[src/rtl/waveform_shaper_stream.sv]
// Streams a source waveform from a sync RAM, shapes each sample per a mode latched at start, writes it to a destination RAM.
// Latency: sample k is written 3 cycles after start (cycle k+3). There is no backpressure: a frame always runs DEPTH+3 cycles once started.
module waveform_shaper_stream #(
  parameter int DATA_W      = 8,
  parameter int DEPTH       = 256,
  parameter int ADDR_W      = $clog2(DEPTH),
  parameter int TRI_STEP    = 2,
  parameter int FM_MAX_STEP = 20,
  parameter int FM_MIN_STEP = 1
) (
  input  logic              clk,
  input  logic              rst,
  input  logic              start_flg,
  input  logic [3:0]        sw,
  input  logic [DATA_W-1:0] threshold,
  output logic [ADDR_W-1:0] rd_addr,
  input  logic [DATA_W-1:0] rd_data,
  output logic              wr_en,
  output logic [ADDR_W-1:0] wr_addr,
  output logic [DATA_W-1:0] wr_data,
  output logic              busy,
  output logic              rdy_flg
);

  localparam int STEP_W = $clog2(FM_MAX_STEP + 1);
  localparam int PROD_W = DATA_W + $clog2(FM_MAX_STEP) + 1;
  localparam int TRI_W  = DATA_W + 2;
  localparam logic [DATA_W-1:0] MAXV = '1;
  localparam logic [ADDR_W-1:0] LAST = ADDR_W'(DEPTH - 1);

  typedef enum logic [1:0] {IDLE, READ, DRAIN, DONE} state_t;
  typedef enum logic [2:0] {M_ZERO, M_SINE, M_TRI, M_SQR, M_FM} mode_t;

  state_t state, state_nxt;
  mode_t  mode_q, mode_sel;

  logic [DATA_W-1:0] thr_q;
  logic [ADDR_W-1:0] rd_addr_d;
  logic              rd_vld;
  logic              start_acc;

  logic [DATA_W-1:0] prev_x;
  logic [DATA_W-1:0] tri_y;
  logic              tri_up;
  logic              first;
  logic [STEP_W-1:0] pos;
  logic              fm_bit;

  logic [PROD_W-1:0]       fm_prod;
  logic [PROD_W-1:0]       fm_quot;
  logic [STEP_W-1:0]       fm_step;
  logic [STEP_W-1:0]       pos_n;
  logic                    fm_tog;
  logic                    fm_bit_n;
  logic signed [TRI_W-1:0] tri_prev;
  logic signed [TRI_W-1:0] tri_sum;
  logic                    tri_up_n;
  logic [DATA_W-1:0]       tri_y_n;
  logic [DATA_W-1:0]       shaped;

  assign start_acc = (state == IDLE) && start_flg;
  assign busy      = (state == READ) || (state == DRAIN);
  assign rdy_flg   = (state == DONE);

  always_ff @(posedge clk or negedge rst) begin
    if (!rst) state <= IDLE;
    else      state <= state_nxt;
  end

  always_comb begin
    state_nxt = state;
    case (state)
      IDLE:    if (start_flg) state_nxt = READ;
      READ:    if (rd_addr == LAST) state_nxt = DRAIN;
      DRAIN:   if (wr_en && (wr_addr == LAST)) state_nxt = DONE;
      DONE:    state_nxt = IDLE;
      default: state_nxt = IDLE;
    endcase
  end

  always_comb begin
    mode_sel = M_ZERO;
    case (sw)
      4'b0001: mode_sel = M_SINE;
      4'b0010: mode_sel = M_TRI;
      4'b0100: mode_sel = M_SQR;
      4'b1000: mode_sel = M_FM;
      default: mode_sel = M_ZERO;
    endcase
  end

  // FM half-period shrinks linearly from FM_MAX_STEP (x=0) to FM_MIN_STEP (x=MAXV)
  assign fm_prod  = PROD_W'(rd_data) * PROD_W'(FM_MAX_STEP - FM_MIN_STEP);
  assign fm_quot  = fm_prod / PROD_W'(MAXV);
  assign fm_step  = STEP_W'(FM_MAX_STEP) - STEP_W'(fm_quot);
  assign pos_n    = pos + STEP_W'(1);
  assign fm_tog   = (pos_n >= fm_step);
  assign fm_bit_n = fm_bit ^ fm_tog;

  // Two headroom bits let the step overshoot either rail before it is clamped
  always_comb begin
    tri_up_n = tri_up;
    if (!first) begin
      if (rd_data > prev_x)      tri_up_n = 1'b1;
      else if (rd_data < prev_x) tri_up_n = 1'b0;
    end
    tri_prev = signed'(TRI_W'(tri_y));
    tri_sum  = tri_up_n ? (tri_prev + TRI_W'(TRI_STEP)) : (tri_prev - TRI_W'(TRI_STEP));
    if (first)                 tri_y_n = rd_data;
    else if (tri_sum[TRI_W-1]) tri_y_n = '0;
    else if (tri_sum[DATA_W])  tri_y_n = MAXV;
    else                       tri_y_n = tri_sum[DATA_W-1:0];
  end

  always_comb begin
    shaped = '0;
    case (mode_q)
      M_SINE:  shaped = rd_data;
      M_TRI:   shaped = tri_y_n;
      M_SQR:   shaped = (rd_data >= thr_q) ? MAXV : '0;
      M_FM:    shaped = fm_bit_n ? MAXV : '0;
      default: shaped = '0;
    endcase
  end

  always_ff @(posedge clk or negedge rst) begin
    if (!rst) begin
      mode_q    <= M_ZERO;
      thr_q     <= '0;
      rd_addr   <= '0;
      rd_addr_d <= '0;
      rd_vld    <= 1'b0;
      wr_en     <= 1'b0;
      wr_addr   <= '0;
      wr_data   <= '0;
      prev_x    <= '0;
      tri_y     <= '0;
      tri_up    <= 1'b0;
      first     <= 1'b0;
      pos       <= '0;
      fm_bit    <= 1'b0;
    end else begin
      // rd_vld tracks the RAM's one-cycle read latency
      rd_vld    <= (state == READ);
      rd_addr_d <= rd_addr;
      wr_en     <= rd_vld;
      if (start_acc) begin
        mode_q  <= mode_sel;
        thr_q   <= threshold;
        rd_addr <= '0;
        pos     <= '0;
        fm_bit  <= 1'b0;
        tri_up  <= 1'b1;
        first   <= 1'b1;
      end else if ((state == READ) && (rd_addr != LAST)) begin
        rd_addr <= rd_addr + ADDR_W'(1);
      end
      if (rd_vld) begin
        wr_addr <= rd_addr_d;
        wr_data <= shaped;
        prev_x  <= rd_data;
        tri_y   <= tri_y_n;
        tri_up  <= tri_up_n;
        first   <= 1'b0;
        pos     <= fm_tog ? '0 : pos_n;
        fm_bit  <= fm_bit_n;
      end
    end
  end

endmodule
[config.mk]
export PLATFORM = sky130hd
export DESIGN_NAME = waveform_shaper_stream
export DESIGN_NICKNAME = d
export VERILOG_FILES = /design/src/rtl/waveform_shaper_stream.sv
export SDC_FILE = /design/constraint.sdc
export NUM_CORES = 1
export LEC_CHECK = 0
export ABC_AREA = 1
export CORE_MARGIN = 10
export CORE_UTILIZATION = 64
export CTS_CLUSTER_DIAMETER = 200
export CTS_CLUSTER_SIZE = 40
export DETAILED_ROUTE_END_ITERATION = 7
export PLACE_DENSITY = 0.87
export SLEW_MARGIN = 5
export SYNTH_ARGS = -nofsm -noshare
export SYNTH_HDL_FRONTEND = slang
export SYNTH_SLANG_ARGS = --single-unit
[constraint.sdc]
create_clock -name clk -period 6.3 [get_ports clk]
set_input_delay 1.89 -clock clk [delete_from_list [all_inputs] [get_ports clk]]
set_output_delay 1.89 -clock clk [all_outputs]
set_load 0.005 [all_outputs]
Yosys cells after proc, flatten, opt, wreduce, memory -nomap -nowiden. Index checks and enable logic that the tools add are counted.

$add $sub $neg: 5. $mul: 1. Divide/modulo/power cells: 1. $lt $le $gt $ge: 4. Eq/ne operators: 17. Mux-type cells: 25. Bitwise logic cells: 1. Reductions and logical operators: 8.

Operator list (number): 2-to-1 mux 8 bit (7); case mux 8 bit (4 select lines) (1); == test 8 bit (second input constant) (2); 2-to-1 mux 5 bit (3); divider 13 x 8 -> 14 bit (second input constant) (1); multiplier 8 x 5 -> 13 bit (second input constant) (1); case mux 3 bit (4 select lines) (1); 2-to-1 mux 10 bit (1); adder 8 x 2 -> 9 bit (second input constant) (1); subtractor 8 x 2 -> 9 bit (second input constant) (1); adder 8 x 1 -> 8 bit (second input constant) (1); greater-or-equal comparator 8 bit (1); greater-than comparator 8 bit (1); less-than comparator 8 bit (1); 2-to-1 mux 1 bit (8); inequality test 8 bit (second input constant) (1); case mux 2 bit (4 select lines) (1); == test 3 x 2 -> 1 bit (second input constant) (2); 2-to-1 mux 2 bit (3); adder 5 x 1 -> 5 bit (second input constant) (1); greater-or-equal comparator 5 bit (1); subtractor 5 bit (first input constant) (1); == test 2 bit (second input constant) (2); == test 4 x 1 -> 1 bit (second input constant) (1); other kinds (14) (18).

Bits in registers: 71. Input bits: 23. Output and inout port bits: 27.

Logic depth before layout (Yosys ltp). Gate-level depths: netlist of run 1.

Depth in word-level cells: 9. Gate-level depth with buffers: 55. Depth with buffers taken out: 54.

Worst setup path after synthesis of run 1. Ideal clock, no wire load.

Kind: input to register. Start: input port rd_data[1]. End: register wr_data[0]. Library setup time: 0.084 ns. Arrival time: 8.323 ns. Path slack: -2.107 ns. Cell stages on the path: 50. Path buffers: 1. Cells stage by stage: ha_1 fa_1 ha_1 nand2_1 nand2_1 inv_1 nand2_1 nand2_1 nand2_1 nor2_4 nand2_4 nor2_8 nand2_4 nand2_4 buf_8 nand2_2 nand2_2 nand2_2 (+14 left out) inv_2 nor2_1 nor2_2 nand2_1 inv_1 ha_1 inv_1 ha_1 o21a_1 o21a_1 o21a_1 o21ai_0 nand2_1 xor2_1 inv_1 o41ai_1 a221oi_1 o21ai_0.

Longest elaborated chain between the ends: 9. Elaborated cells on any way between the ends: 18. Those cells by class: 1 x add/sub; 1 x mul; 1 x div; 4 x order compare; 10 x mux; 1 x bitwise.

Ends and longest elaborated chain: from (decl) (RTL line 17) `input logic [DATA_W-1:0] rd_data,`; branches (longest 8 deep; another with divider 13 x 8 -> 14 bit); case mux 8 bit (4 select lines) (*) (RTL line 117) `case (mode_q)`; to (signal assigned) (RTL line 160) `wr_data <= shaped;`; to (decl) (RTL line 20) `output logic [DATA_W-1:0] wr_data,`.

Mark *: on every way between the ends. A chain may end at the register's enable or synchronous reset.

Worst setup path after layout of run 1.
Start: input port rd_data[2]. End: register wr_data[4].

The elaborated chain is that of the path after synthesis.

==> impl_results.md, run 1 <==
* Initial antenna violation count at 0
* Fillcell total at 282
* Clock buffer depth at 2
* Iter 0 DRT Violations at 1581
* Synth Warn # at 0
* M2 GR Usage at 0.529
* Post-DP HPWL at 12800 µm
* Overflow after GRT at 0
* Post-synth top flop: dfrtp_1
* Slew margin rel. at 0.150
* Placer congestion estimate at 0.926
* Endpoint type of the worst setup path: register
* Clk root buf: clkbuf_8
* Final setup fails at 14
* Port bufs at 49
* PnR worst setup slack at -3310 ps
* DIE AREA at 13300 µm²
* Post-Route Utilization at 0.940
* Least-Margin Pin Slew at 1270 ps
* Initial Utilization at 0.662
* Largest net degree at the start of global routing at 72
* Vias per cell at 7.10
* Post-route design area at 8240 µm²
* Largest family of logic cells by synthesized area: simple AND/OR/NAND/NOR gates
* Kind of critical path: input pin to register
* TritonRoute pass-1 iters at 8
* Critical Path Most Common Cell: nand2_1
* Gr usage total at 0.312
* GRT met1 Usage at 0.351
* Max Freq at 0.104 GHz
* Cts bufs inserted at 9
* Pins Over Slew Limit at 0
* Vias at 7719
* Seq cells post-synth at 71
* Share of cells above drive strength 1 at 0.332
* # IOs at 50
* Setup TNS at -42760 ps
* Pwr Density at 492 nW/µm²
* Post-Synth Adder-Cell Area at 0.130
* EDFF count, synth at 0
* First-pass GRT wire length at 33800 µm
* Seq/Total Area, Yosys at 0.306
* CTS clk-pin slew, worst paths at 80 ps
* GRT Max-Usage Layer: met2
* TritonCTS clock tree: yes
* Area delta synth->final at 42.0%
* Mux cell area share after synthesis at 0
* # rows at 34
* Hold slack final at 430 ps
* Commonest non-fill, non-tap cells in the layout: 180 x nand2_1, 119 x buf_4, 105 x inv_1
* Worst R2R Start: thr_q[0]$_DFFE_PN0P_
* CP Launch Type: input pin
* WL final at 28500 µm
* Most common cell after layout, fill and taps aside: nand2_1
* Max-Cap Viols at 0
* Die Ht at 115 µm
* Mapped Area at 5800 µm²
* Leak at 4.26 nW
* Cells after synthesis at 798
* Drt wl/cell at 26.3 µm
* Mapped Nets at 879
* Maximum VDD drop at 363 µV
* DRC viols at 35
* Clk_skew at 11.7 ps
* Distinct cells, synth at 47
* Hold_buf cts at 0
* CORE AREA at 8760 µm²
* CTS Sinks at 71
* Critical Path Start: rd_data[2]
* Hold_sp: rd_addr[7]$_DFFE_PN0P_
* Fraction of the mapped netlist area in simple logic gates at 0.325
* Routed Antenna Nets at 0
* RSZ-0062 raised after global routing: yes
* Final net count at 1056
* Area after DPL at 7240 µm²
* Syn avg cell area at 7.27 µm²
* Worst-path fanout max at 8
* CP max stage delay at 540 ps
* Synth Area in Compound Gates at 0.128
* Class of the worst hold path: register to register
* Final period utilization at 1.53
* Die X at 115 µm
* Critical Path RT at 6530 ps
* Later-pin clock latency in the skew report at 380 ps
* Ys async rst share at 1.00
* Final Hold Viols at 0
* H-tree depth at 3
* Failing checks: DRC, setup timing
* Minimum clock period at 9610 ps
* Status: finished with violations
* Met3 Usage GRT at 0.0828
* Critical path's slowest cell: xor2_1
* Vias in the first global route at 6827
* Total power at 0.00405 W
* Xor/xnor cell area share of the yosys netlist at 0.0196
* Arr. time, crit path at 9840 ps
* Antenna diodes at 0
[state kept, by name, summed over array words and instances (netlist names)]
register,count
tri_y,8
rd_addr,8
rd_addr_d,8
tri_up,1
state,2
wr_addr,8
wr_data,8
wr_en,1
thr_q,8
rd_vld,1
prev_x,8
pos,5
fm_bit,1
first,1
mode_q,3
[cell families after synthesis]
kind of cell	Yosys count
flip-flops	71
adder cells (fa/ha/maj)	58
AND/OR/NAND/NOR	393
XOR/XNOR	13
AO/OA/AOI/OAI	124
buffers and inverters	139
[stage by stage]
| step | instances | setup slack, ps |
|---|---|---|
| global placement | 1041 | -2480 |
| CTS | 1075 | -1720 |
| floorplan | 798 | -1510 |
| global route | 1087 | -3460 |
| detailed placement | 1041 | -2750 |
| finish | 1087 | -3310 |
[per-layer routing]
metal,part of all wire,wire length [µm]
met4,0.11,3100
met5,0,0
met1,0.31,8990
met3,0.14,4090
met2,0.43,12400
[final timing paths]
path	endpoint	slack, ps	depth (start not counted)
worst min register to register	rd_addr_d[7]$_DFF_PN0_	430	0
worst max-delay path	wr_data[4]$_DFFE_PN0P_	-3310	50
worst min-delay path	rd_addr_d[7]$_DFF_PN0_	430	0
worst max register to register	wr_data[4]$_DFFE_PN0P_	2570	14
max in group asynchronous	wr_addr[2]$_DFFE_PN0P_	3990	2
min in group asynchronous	prev_x[5]$_DFFE_PN0P_	1730	2
[cell usage after synthesis (all sizes together) (4+ instances only)]
| cell type | number | share of area |
|---|---|---|
| nand2 | 244 | 0.18 |
| inv | 127 | 0.082 |
| dfrtp | 71 | 0.31 |
| nor2 | 70 | 0.057 |
| o21ai | 63 | 0.055 |
| ha | 54 | 0.12 |
| nand3 | 46 | 0.052 |
| a21oi | 24 | 0.021 |
| nand4 | 17 | 0.019 |
| xor2 | 11 | 0.017 |
| nor3 | 10 | 0.0095 |
| clkbuf | 9 | 0.0058 |
| a221oi | 8 | 0.012 |
| fa | 4 | 0.014 |
| o211ai | 4 | 0.0060 |
[timing repair]
item,CTS,global route
buffers inserted,17,13
pin swaps,31,39
setup endpoints to repair,14,14
gates cloned,2,0
gates resized for setup,104,75
[area by class of cell]
type	instances	area [µm²]	area share
sequential	71	1780	0.216
clock buffer	9	124	0.0150
clock inverter	6	93.8	0.0114
inverter	129	497	0.0603
multi-input combinational	590	4180	0.507
tap	108	135	0.0164
timing repair buffer	174	1440	0.174
[critical path: cells and delay by family]
family | cells | cell delay, ps
AOI/OAI and AO/OA | 7 | 1530
adders and majority gates | 5 | 1750
buffers and inverters | 12 | 1190
xor gates and xnor gates | 2 | 710
and+or+nand+nor | 24 | 2750
[power breakdown]
part	switching [W]	internal, W
Clock	0.000203	0.000224
Combinational	0.00174	0.00106
Sequential	0.000186	0.000634
Note: power is estimated with default switching activity, not from simulation.
==> run 2: changes to the inputs <==
--- a/config.mk
+++ b/config.mk
@@ -7,11 +7,11 @@
 export LEC_CHECK = 0
 export ABC_AREA = 1
 export CORE_MARGIN = 10
-export CORE_UTILIZATION = 64
+export CORE_UTILIZATION = 38
 export CTS_CLUSTER_DIAMETER = 200
 export CTS_CLUSTER_SIZE = 40
 export DETAILED_ROUTE_END_ITERATION = 7
-export PLACE_DENSITY = 0.87
+export PLACE_DENSITY = 0.56
 export SLEW_MARGIN = 5
 export SYNTH_ARGS = -nofsm -noshare
 export SYNTH_HDL_FRONTEND = slang
==> run 2 against run 1 <==
Against the previous run: the run ends with setup timing left; largest power group unchanged; via count is 24% lower; clock skew shrank 6.1 ps; first-iteration DRC count down 81%; cell count grew 8.2%; largest cell class unchanged; critical endpoint is now wr_data[6]$_DFFE_PN0P_; worst setup slack gained 1600 ps; worst hold slack worse by 25 ps; highest routed layer unchanged; sequential share of layout area shrank 0.15 points.
==> impl_results.md, run 2 (synthesized netlist as in run 1, its figures left out) <==
* Status: finished with violations
* Failing checks: setup timing
* Placer congestion estimate at 0.844 (-8.8%)
* Die Ht at 144 µm (+25%)
* Pwr Density at 417 nW/µm² (-15%)
* CP Launch Type: input pin
* PnR worst setup slack at -1740 ps (+1580 ps)
* Antenna diodes at 0 (unchanged)
* Routed Antenna Nets at 0 (unchanged)
* Power share of the combinational group at 0.642 (-0.050)
* Sw frac at 0.449 (-0.0773)
* Minimum clock period at 8040 ps (-1580 ps)
* Critical Path RT at 6530 ps (about the same)
* DRC viols at 0 (-100%)
* Worst-path fanout max at 8 (unchanged)
* DIE AREA at 20600 µm² (+55%)
* Largest net degree at the start of global routing at 44 (-39%)
* Initial antenna violation count at 0 (unchanged)
* Commonest non-fill, non-tap cells in the layout: 187 x nand2_1, 128 x buf_4, 113 x inv_1
* Critical Path Most Common Cell: nand2_4
* Most common cell after layout, fill and taps aside: nand2_1
* Share of cells above drive strength 1 at 0.302 (-0.0304)
* WL final at 16700 µm (-42%)
* Slew margin rel. at 0.0932 (-0.0567)
* Critical Path Start: rd_data[0]
* Drt wl/cell at 14.2 µm (-46%)
* Port bufs at 49 (unchanged)
* H-tree depth at 3 (unchanged)
* Vias at 5873 (-24%)
* Dpl cells at 1138 (+9.3%)
* Max Freq at 0.124 GHz (+20%)
* NetSw at 0.00155 W (-27%)
* CTS Sinks at 71 (unchanged)
* Iter 0 DRT Violations at 303 (-81%)
* Final net count at 1064 (+0.76%)
* Clock buffer depth at 2 (unchanged)
* TritonCTS clock tree: yes
* # rows at 45 (+32%)
* CP max stage delay at 490 ps (-50 ps)
* CTS clk-pin slew, worst paths at 60 ps (-20 ps)
* Hold_sp: rd_addr[5]$_DFFE_PN0P_
* Gr usage total at 0.163 (-0.149)
* Worst R2R Start: prev_x[1]$_DFFE_PN0P_
* CORE AREA at 15100 µm² (+72%)
* Leak at 4.32 nW (+1.5%)
* # IOs at 50 (unchanged)
* Final setup fails at 14 (unchanged)
* Kind of critical path: input pin to register
* Area delta synth->final at 42.9%
* Max-Cap Viols at 0 (unchanged)
* Vias in the first global route at 5792 (-15%)
* Bufs and invs on worst path at 7 (-5)
* Setup TNS at -21850 ps (+20910 ps)
* RSZ-0062 raised after global routing: yes
* Final Hold Viols at 0 (unchanged)
* Later-pin clock latency in the skew report at 330 ps (-50 ps)
* Clk_skew at 5.62 ps (-6.11 ps)
* TritonRoute pass-1 iters at 5 (-3)
* Endpoint type of the worst setup path: register
* Fin cells at 1176 (+8.2%)
* Arr. time, crit path at 8270 ps (-1570 ps)
* Die X at 144 µm (+25%)
* Least-Margin Pin Slew at 1350 ps (+84.4 ps)
* Final period utilization at 1.28 (-0.250)
* First-pass GRT wire length at 27700 µm (-18%)
* Class of the worst hold path: register to register
* Clk root buf: clkbuf_16
* Maximum VDD drop at 183 µV (-50%)
* Pins Over Slew Limit at 0 (unchanged)
* Clock share of power at 0.136 (+0.031)
* Post-DP HPWL at 12600 µm (-2.0%)
* Internal power at 0.00190 W (-0.82%)
* Top cell family by delay on the critical path: simple AND/OR/NAND/NOR gates
* Critical path's slowest cell: fa_1
* Initial Utilization at 0.385 (-0.278)
* Flop2flop setup slack at 3150 ps (+580 ps)
* Overflow after GRT at 0 (unchanged)
* Cts bufs inserted at 9 (unchanged)
* Vias per cell at 4.99 (-30%)
* Total power at 0.00346 W (-15%)
* Part of the power in registers at 0.222 (+0.020)
run 2: stage by stage:
| step | hold slack [ps] | worst slack (ps) | utilization | instance area (µm²) |
|---|---|---|---|---|
| after floorplan | 352 | -1510 | - | 5950 |
| after detailed placement | 395 | -2590 | 0.496 | 7480 |
| after CTS | 412 | -1690 | 0.533 | 8040 |
| final | 406 | -1740 | 0.550 | 8300 |
| after global routing | 446 | -2250 | 0.550 | 8300 |
| after global placement | 402 | -2580 | 0.496 | 7480 |
run 2: path summary, 6_finish.rpt:
path / to / cells after the start
setup / recovery: wr_data[6]$_DFFE_PN0P_ / 48
hold / removal: rd_addr_d[5]$_DFF_PN0_ / 0
setup reg to reg: wr_data[7]$_DFFE_PN0P_ / 19
hold reg to reg: rd_addr_d[5]$_DFF_PN0_ / 0
max in group asynchronous: thr_q[1]$_DFFE_PN0P_ / 2
min in group asynchronous: rd_addr[3]$_DFFE_PN0P_ / 1
run 2: what timing repair did:
action                                  CTS  global route
pin swaps                                26            37
endpoints found under the setup margin   14            14
buffers inserted                         16             6
gates resized for setup                  82            53
hold buffers                              0             0
run 2: power by group through the flow:
stage,Sequential (W),Clock (W),Combinational (W)
2_1_floorplan,0.000739,0,0.00125
3_3_place_gp,0.000765,0,0.00194
3_5_place_dp,0.000771,0,0.00197
4_1_cts,0.000767,0.000482,0.00212
5_1_grt,0.000791,0.000500,0.00249
6_report,0.000768,0.000470,0.00222
run 2: cell type report:
type,count,area [µm²]
well taps,188,235
repair buffers,184,1550
clock buffers,10,229
multi-input cells,588,3970
flip-flops and latches,71,1780
fillers,1435,6790
clock inverters,6,43.8
inverters,129,489
run 2: metal layers:
layer	track usage	wire length [µm]	vias up
met3	0.0343	748	10
li1	-	-	2966
met4	0.0231	110	0
met2	0.268	8000	115
met5	0	0	-
met1	0.219	7820	2782
run 2: worst reg2reg max path: cells and delay by family (launching register included):
family          cells  cell delay [ps]
flops               1              350
fa+ha+maj           1              240
buf+inv             3              270
compound gates      8             1150
simple gates        7              990
==> run 3: changes to the inputs <==
--- a/config.mk
+++ b/config.mk
@@ -8,6 +8,7 @@
 export ABC_AREA = 1
 export CORE_MARGIN = 10
 export CORE_UTILIZATION = 38
+export CTS_BUF_LIST = sky130_fd_sc_hd__clkbuf_4
 export CTS_CLUSTER_DIAMETER = 200
 export CTS_CLUSTER_SIZE = 40
 export DETAILED_ROUTE_END_ITERATION = 7
==> run 3 against run 2 <==
Against the previous run: the flow still finishes with violations (setup timing); worst setup slack improved by 76 ps; global-route usage fell by 0.21 points; cell count did not move; clock skew rose by 12 ps; sequential power fell by 0.8%; combinational power barely moved.
==> impl_results.md, run 3 (synthesized netlist as in run 1, its figures left out) <==
* Status: finished with violations
* Failing checks: setup timing
* Endpoint type of the worst setup path: register
* Clk_skew at 18.1 ps (+12.5 ps)
* WL final at 16500 µm (-1.2%)
* Gr usage total at 0.161 (-0.00210)
* Highest metal used: met4
* Worst R2R Start: prev_x[1]$_DFFE_PN0P_
* Clock buffer depth at 2 (unchanged)
* Hold Path Cell Cnt at 0 (unchanged)
* Placer congestion estimate at 0.844 (unchanged)
* Met3 routed WL at 771 µm (+3.1%)
* H-tree depth at 3 (unchanged)
* Share of cells above drive strength 1 at 0.303 (+0.00101)
* Minimum clock period at 7960 ps (-75.9 ps)
* Port bufs at 49 (unchanged)
* Die Ht at 144 µm (unchanged)
* Initial antenna violation count at 0 (unchanged)
* CTS clk-pin slew, worst paths at 130 ps (+70 ps)
* Final period utilization at 1.26 (-0.0121)
* Worst-path fanout max at 8 (unchanged)
* Metal2 WL at 7860 µm (-1.7%)
* Post-Route Utilization at 0.540 (-0.0102)
* Area after DPL at 7480 µm² (unchanged)
* Max-Cap Viols at 0 (unchanged)
* Initial Utilization at 0.385 (unchanged)
* Final net count at 1064 (unchanged)
* CORE AREA at 15100 µm² (unchanged)
* Setup TNS at -20690 ps (+1160 ps)
* TritonCTS clock tree: yes
* Overflow after GRT at 0 (unchanged)
* Routed Antenna Nets at 0 (unchanged)
* # IOs at 50 (unchanged)
* Worst Hold Path EP: rd_addr_d[5]$_DFF_PN0_
* Leak at 4.25 nW (-1.5%)
* Pwr Density at 398 nW/µm² (-4.6%)
* CTS Sinks at 71 (unchanged)
* Arr. time, crit path at 8270 ps (about the same)
* Final setup fails at 14 (unchanged)
* Clk root buf: clkbuf_4
* Hold_sp: rd_addr[5]$_DFFE_PN0P_
* Vias per cell at 4.96 (-0.63%)
* Critical Path Start: rd_data[0]
* Largest net degree at the start of global routing at 44 (unchanged)
* Maximum VDD drop at 199 µV (+9.0%)
* Slew margin rel. at 0.114 (+0.0212)
* Commonest non-fill, non-tap cells in the layout: 187 x nand2_1, 128 x buf_4, 113 x inv_1
* Most common cell after layout, fill and taps aside: nand2_1
* Kind of critical path: input pin to register
* Die X at 144 µm (unchanged)
* DIE AREA at 20600 µm² (unchanged)
* Post-route design area at 8140 µm² (-1.9%)
* Flop2flop setup slack at 3170 ps (+20 ps)
* Vias at 5836 (-0.63%)
* Critical Path RT at 6600 ps (+70 ps)
* Area delta synth->final at 40.3%
* Iter 0 DRT Violations at 271 (-11%)
* Least-Margin Pin Slew at 1320 ps (-31.5 ps)
* First-pass GRT wire length at 27400 µm (-0.90%)
* Antenna diodes at 0 (unchanged)
* Reg2Reg Depth at 19 (unchanged)
* CP max stage delay at 490 ps (about the same)
* # rows at 45 (unchanged)
* RR Endpoint: wr_data[7]$_DFFE_PN0P_
* DRC viols at 0 (unchanged)
* Max Freq at 0.126 GHz (+0.95%)
* Later-pin clock latency in the skew report at 400 ps (+70 ps)
* Cts bufs inserted at 9 (unchanged)
* Wl on met1 at 7720 µm (-1.2%)
* Class of the worst hold path: register to register
* Hold_buf cts at 0 (unchanged)
* PnR worst setup slack at -1660 ps (+75.9 ps)
* Critical Path Most Common Cell: nand2_4
* Drt wl/cell at 14.0 µm (-1.2%)
* Final Hold Viols at 0 (unchanged)
* Vias in the first global route at 5773 (-0.33%)
* TritonRoute pass-1 iters at 5 (unchanged)
* Critical path's slowest cell: fa_1
* Post-DP HPWL at 12600 µm (unchanged)
* RSZ-0062 raised after global routing: yes
* CP Launch Type: input pin
* Pins Over Slew Limit at 0 (unchanged)
==> run 3: routing by layer <==
| metal | up-vias | global-route usage |
|---|---|---|
| met5 | - | 0 |
| met4 | 0 | 0.0226 |
| met3 | 12 | 0.0337 |
| met2 | 108 | 0.265 |
| met1 | 2744 | 0.216 |
| li1 | 2972 | - |
==> run 3: layout make-up <==
cell class | instances | area (µm²)
clock buffer | 10 | 75.1
tap | 188 | 235
timing repair buffer | 184 | 1550
inverter | 129 | 489
sequential | 71 | 1780
multi-input combinational | 588 | 3970
clock inverter | 6 | 43.8
fill | 1450 | 6950
==> run 3: how the worst max path moves through the flow <==
stage,slack [ps],cells after the start,to
6_report,-1660,51,wr_data[0]$_DFFE_PN0P_
5_1_grt,-2150,52,wr_data[0]$_DFFE_PN0P_
4_1_cts,-1600,54,wr_data[6]$_DFFE_PN0P_
3_5_place_dp,-2590,48,wr_data[3]$_DFFE_PN0P_
3_3_place_gp,-2580,49,wr_data[1]$_DFFE_PN0P_
2_1_floorplan,-1510,52,wr_data[0]$_DFFE_PN0P_
==> run 3: report_power, final <==
group	internal (W)	total, W	switching [W]
Clock	0.0000878	0.000262	0.000174
Combinational	0.00100	0.00221	0.00121
Sequential	0.000633	0.000762	0.000129
Total	0.00172	0.00324	0.00152
==> run 3: timing repair <==
item / 4_1_cts / 5_1_grt
setup buffers: 16 / 6
endpoints found under the hold margin: 0 / 0
pin swaps: 27 / 37
gates resized for setup: 83 / 52
setup endpoints to repair: 14 / 14
==> run 3: per-stage QoR <==
stage | hold slack, ps | std cells | worst slack, ps | total power, W
after floorplan | 352 | 798 | -1510 | 0.00199
after global placement | 402 | 1138 | -2580 | 0.00270
after detailed placement | 395 | 1138 | -2590 | 0.00274
after CTS | 429 | 1170 | -1600 | 0.00316
after global routing | 464 | 1176 | -2150 | 0.00356
final | 422 | 1176 | -1660 | 0.00324
==> run 3: worst max-delay path: cells and delay by family <==
| kind | cells | cell delay, ps |
|---|---|---|
| AOI/OAI and AO/OA | 7 | 1010 |
| xor gates and xnor gates | 1 | 150 |
| adders and majority gates | 6 | 1720 |
| buffers and inverters | 6 | 700 |
| and+or+nand+nor | 31 | 2770 |
